**src/rtl/lab1_imul_prod_accum.sv**
```systemverilog
`default_nettype none
// ============================================================================
//  Module   : lab1_imul_prod_accum
//  Purpose  : Product accumulator. Consumes the multiplier's response
//             stream over val/rdy and adds up groups of p_nprods products.
//             A flush closes a group early. Each group sum is presented with
//             its product count on an output val/rdy interface.
//  Revision : 1.0 - initial release
// ----------------------------------------------------------------------------
//  Parameters
//    p_nprods  products per group (legal range 1..63)
//  Ports
//    clk       clock; all state updates on the rising edge
//    reset     asynchronous, active-high
//    in_val    product valid                 in_rdy   block can take a product
//    in_msg    32-bit signed product         flush    close the current group
//    out_val   group sum valid               out_rdy  consumer takes the sum
//    out_msg   32-bit group sum              out_cnt  products in the group
//    out_sat   sum clamped during the group (constant 0 unless saturation)
//  Build option
//    LAB1_IMUL_PROD_ACCUM_SAT_EN  signed-saturating adds plus sticky out_sat.
//                                 When undefined, adds wrap modulo 2^32.
// ============================================================================
module lab1_imul_prod_accum #(
  parameter int p_nprods = 4
) (
  input  logic        clk,
  input  logic        reset,
  input  logic        in_val,
  output logic        in_rdy,
  input  logic [31:0] in_msg,
  input  logic        flush,
  output logic        out_val,
  input  logic        out_rdy,
  output logic [31:0] out_msg,
  output logic [5:0]  out_cnt,
  output logic        out_sat
);

  localparam logic [5:0] c_NPRODS = 6'(p_nprods);

  typedef enum logic [0:0] {
    ST_ACCUM = 1'b0,
    ST_DONE  = 1'b1
  } state_t;

  state_t      state_q;
  logic [31:0] acc_q;
  logic [31:0] acc_d;
  logic [5:0]  cnt_q;
  logic [5:0]  cnt_d;
  logic        w_accept;
  logic        w_close;

`ifdef LAB1_IMUL_PROD_ACCUM_SAT_EN
  logic        sat_q;
  logic        sat_d;
  logic [32:0] w_sum;
  logic        w_ovf;
`endif

  // In ACCUM the block is always ready, so an accept is just in_val.
  always_comb begin
    w_accept = (state_q == ST_ACCUM) && in_val;
    cnt_d    = cnt_q + 6'(w_accept);
`ifdef LAB1_IMUL_PROD_ACCUM_SAT_EN
    // Sign-extended 33-bit sum: bit 32 is the true sign, and a disagreement
    // with bit 31 means the 32-bit result overflowed.
    w_sum = {in_msg[31], in_msg} + {acc_q[31], acc_q};
    w_ovf = w_sum[32] ^ w_sum[31];
    acc_d = acc_q;
    sat_d = sat_q;
    if (w_accept) begin
      if (w_ovf) begin
        acc_d = w_sum[32] ? 32'h8000_0000 : 32'h7FFF_FFFF;
        sat_d = 1'b1;
      end else begin
        acc_d = w_sum[31:0];
      end
    end
`else
    acc_d = w_accept ? (acc_q + in_msg) : acc_q;
`endif
    // A flush with nothing in the group (and nothing accepted) is ignored.
    w_close = (w_accept && (cnt_d == c_NPRODS)) || (flush && (cnt_d != 6'd0));
  end

  always_ff @(posedge clk or posedge reset) begin
    if (reset) begin
      state_q <= ST_ACCUM;
      acc_q   <= 32'd0;
      cnt_q   <= 6'd0;
`ifdef LAB1_IMUL_PROD_ACCUM_SAT_EN
      sat_q   <= 1'b0;
`endif
    end else begin
      case (state_q)
        ST_ACCUM: begin
          acc_q <= acc_d;
          cnt_q <= cnt_d;
`ifdef LAB1_IMUL_PROD_ACCUM_SAT_EN
          sat_q <= sat_d;
`endif
          if (w_close) begin
            state_q <= ST_DONE;
          end
        end
        ST_DONE: begin
          // Sum is held until the consumer takes it; no bypass into ACCUM.
          if (out_rdy) begin
            state_q <= ST_ACCUM;
            acc_q   <= 32'd0;
            cnt_q   <= 6'd0;
`ifdef LAB1_IMUL_PROD_ACCUM_SAT_EN
            sat_q   <= 1'b0;
`endif
          end
        end
        default: begin
          state_q <= ST_ACCUM;
        end
      endcase
    end
  end

  // Outputs come from registers only. in_rdy is additionally masked by
  // reset so the block refuses products while reset is held.
  assign in_rdy  = (state_q == ST_ACCUM) && !reset;
  assign out_val = (state_q == ST_DONE);
  assign out_msg = acc_q;
  assign out_cnt = cnt_q;
`ifdef LAB1_IMUL_PROD_ACCUM_SAT_EN
  assign out_sat = sat_q;
`else
  assign out_sat = 1'b0;
`endif

`ifndef SYNTHESIS
  always @(posedge clk) begin
    if (!reset) begin
      assert (!$isunknown({in_val, out_rdy, flush}));
    end
  end
`endif

endmodule
`default_nettype wire

```
**config.mk**
```make
export PLATFORM = sky130hd
export DESIGN_NAME = lab1_imul_prod_accum
export DESIGN_NICKNAME = d
export VERILOG_FILES = /design/src/rtl/lab1_imul_prod_accum.sv
export SDC_FILE = /design/constraint.sdc
export NUM_CORES = 1
export LEC_CHECK = 0
export CAP_MARGIN = 10
export CORE_MARGIN = 2
export CORE_UTILIZATION = 46
export DETAILED_ROUTE_END_ITERATION = 6
export PLACE_DENSITY_LB_ADDON = 0.08
export SLEW_MARGIN = 10
export SYNTH_ARGS = -nofsm -noshare
export SYNTH_HDL_FRONTEND = slang
export SYNTH_SLANG_ARGS = --single-unit
```
**constraint.sdc**
```tcl
create_clock -name clk -period 2.65 [get_ports clk]
set_input_delay 0.265 -clock clk [delete_from_list [all_inputs] [get_ports clk]]
set_output_delay 0.265 -clock clk [all_outputs]
set_load 0.03 [all_outputs]
```
==> flow_summary.ini <==
[outcome]
outcome = complete, no violations

[floorplanning]
dieWidth_um = 87.9
die-area_um2 = 7730
die_y_um = 87.9
initial_utilization_pct = 47.7
core-area_um2 = 6790
io_pins = 78
rows = 30

[synth]
syn_inst = 391
syn_area_um2 = 3240
async_flop_share_pct = 100
syn_nets = 462
synth-edff-count = 0
synth_warnings = 0
syn_avg_cell_area_um2 = 8.28
ys_seq_area_share_pct = 30.1
synth-seq-cells = 39
synth_cell_types = 54
synth-main-ff-cell = dfrtp_1

[power_and_ir_drop]
powerDensity_nw_per_um2 = 1180
total_leakage_power_uw = 0.00218
ir_worst_vdd_uv = 600
fin_total_pwr_uw = 5620

[placed_design]
dpl_cell_area_um2 = 4490
gp_congestion = 0.895
portBuffers = 76
dp.cells = 605
place_hpwl_um = 6530
dp_worst_setup_slack_ps = -339

[timing]
final_max_slew_viol_count = 0
worst_slack_ps = 121
worstMarginPinSlew_ps = 520
fmax_ghz = 0.395
hold_viol = 0
fin_skew_ps = 7.93
final.min_clock_period_ps = 2530
finalCritPeriodShare_pct = 95.4
relSlewSlack_pct = 65.3
setup_viol = 0

[global_routing]
antenna_found_initial = 0
grt_pass1_vias = 3297
grt_max_degree = 40
grt_overflow = 0
grt_use_total_pct = 23.7
grt_pass1_wl_um = 14600

[routing]
post-route-drc-count = 0
drt-pass1-iter-count = 4
drt-total-wl_um = 8870
final_antenna_net_count = 0
vias_per_cell = 5.41
wl_per_cell_um = 14.4
num_vias = 3328
drtIter0Drc = 147

[worst_setup_path]
critPathRequiredTime_ps = 2890
path_class = in -> reg
timing.rr.start = out_msg[20]$_DFFE_PP0P_
path_cells = clkdlybuf4s50_1 -> ha_1 -> a21oi_2 -> o21a_1 -> o21ai_0 -> a211o_1 -> a222oi_1 -> buf_4 -> a21oi_1 -> or3_1 -> nand3_1
reg2reg_depth = 10
cpMaxStageDelayCell = clkdlybuf4s50_1
slowest_delay_ps = 420
start_kind = input pin
worstSetupEndpointType = flip-flop
reg2reg_to = out_msg[29]$_DFFE_PP0P_
crit_path_max_fanout = 3
worstPathArrival_ps = 2770
reg2reg_setup_slack_ps = 140

[cells_and_area]
finalInstanceArea_um2 = 4750
area_delta_synth_final_pct = 46.7
multi_input_comb_area_um2 = 2230
nets = 589
regArea_um2 = 977
stdcell_count = 615
fill_cells = 565
drive_above_1_share_pct = 18.7
antennaDiodeCount = 0
final_common_cell = clkdlybuf4s50_1
layout_common_cells = clkdlybuf4s50_1 (76), buf_4 (61), nand2_1 (48)

[clock_network]
cts_tree = done
clk_latency_ps = 300
h-tree-depth = 2
cts_made_buffers = 5
clockBufferDepth = 2
cts_root_buffer = clkbuf_8
postCtsHoldBufs = 0
clkTransAtPathRegs_ps = 90
clkSinkCount = 39

[worst_hold_path]
hp-class = in -> async

[run]
cap_viol_max_count = 0
## cell type report
cell class | count | area share, %
clock buffer | 6 | 1.74
clock inverter | 2 | 0.737
inverter | 20 | 1.58
multi-input combinational | 314 | 47.0
sequential | 39 | 20.6
tap | 96 | 2.53
timing repair buffer | 138 | 25.9
## how the worst max path moves through the flow
stage,start,endpoint,slack [ps],cells after the start
2_1_floorplan,out_val$_DFF_PP0_,out_val$_DFF_PP0_,50,13
3_3_place_gp,in_msg[10],out_msg[29]$_DFFE_PP0P_,-250,11
3_5_place_dp,in_msg[0],out_msg[22]$_DFFE_PP0P_,-340,12
4_1_cts,in_msg[0],out_msg[30]$_DFFE_PP0P_,30,12
5_1_grt,out_msg[12]$_DFFE_PP0P_,out_msg[29]$_DFFE_PP0P_,-20,10
6_report,in_msg[12],out_msg[29]$_DFFE_PP0P_,120,11
## kinds of logic after synthesis
family | after synthesis | share of synthesized area (%)
compound gates | 138 | 27.8
fa+ha+maj | 34 | 13.4
flops | 39 | 30.1
buf+inv | 38 | 4.98
xor+xnor | 26 | 7.03
simple gates | 115 | 16.6
other cells | 1 | 0.116
## critical path: cells and delay by family
family | cells | cell delay [ps]
simple gates | 2 | 450
fa+ha+maj | 1 | 340
buf+inv | 2 | 600
compound gates | 6 | 1130
## state kept, by name (all words and copies together) (netlist names)
name / count
out_val: 1
out_msg: 32
out_cnt: 6
## cells in the mapped netlist (2+ instances only)
master / instances / share of area, %
buf_6: 2 / 0.70
nor4_1: 2 / 0.39
nand2b_1: 7 / 1.4
a211oi_1: 3 / 0.70
o2111ai_1: 3 / 0.81
and2_1: 2 / 0.39
o211ai_1: 2 / 0.46
xor2_1: 13 / 3.5
nand3_1: 9 / 1.4
or3_2: 2 / 0.46
a21o_2: 2 / 0.54
nor3_1: 4 / 0.62
a31oi_1: 11 / 2.1
clkbuf_1: 15 / 1.7
o31ai_1: 4 / 0.93
a32o_1: 3 / 0.93
o21ai_1: 2 / 0.31
o21a_1: 5 / 1.2
dfrtp_1: 39 / 30
nand4_1: 8 / 1.5
o21ai_0: 41 / 6.3
and3_1: 3 / 0.58
xnor2_1: 13 / 3.5
a22o_1: 6 / 1.6
or3_1: 2 / 0.39
a211o_1: 3 / 0.81
o22ai_1: 2 / 0.39
nand2_1: 48 / 5.6
nor2b_1: 3 / 0.58
inv_1: 20 / 2.3
a21boi_0: 2 / 0.46
a21o_1: 13 / 3.0
a21oi_1: 24 / 3.7
ha_1: 33 / 13
nor2_1: 21 / 2.4
## metrics by stage
step | hold slack, ps | util (%) | TNS (ps)
after floorplan | 365 | - | 0
after global placement | 490 | 66.1 | -2560
after detailed placement | 501 | 66.1 | -3220
after CTS | 448 | 67.9 | 0
after global routing | 500 | 69.9 | -26.6
final | 420 | 69.9 | 0
## report_power, final
group | internal (uW) | switching [uW] | leakage (uW) | total (uW)
registers | 841 | 206 | 0.000498 | 1050
clock network | 305 | 237 | 0.0000612 | 542
logic | 1880 | 2150 | 0.00162 | 4030
## timing repair
item	4_1_cts	5_1_grt
setup buffers	0	2
gates resized for setup	1	23
endpoints found under the hold margin	0	0
setup endpoints to repair	3	12
pin swaps	0	10
## layer usage
| layer | GRT usage (%) | part of all wire [%] | vias to the layer above |
|---|---|---|---|
| met2 | 38.9 | 47 | 83 |
| met1 | 31.6 | 46 | 1557 |
| met4 | 7.55 | 1.3 | 0 |
| met3 | 4.43 | 5.2 | 12 |
| li1 | - | - | 1676 |
| met5 | 0 | 0 | - |
Note: power is estimated with default switching activity, not from simulation.
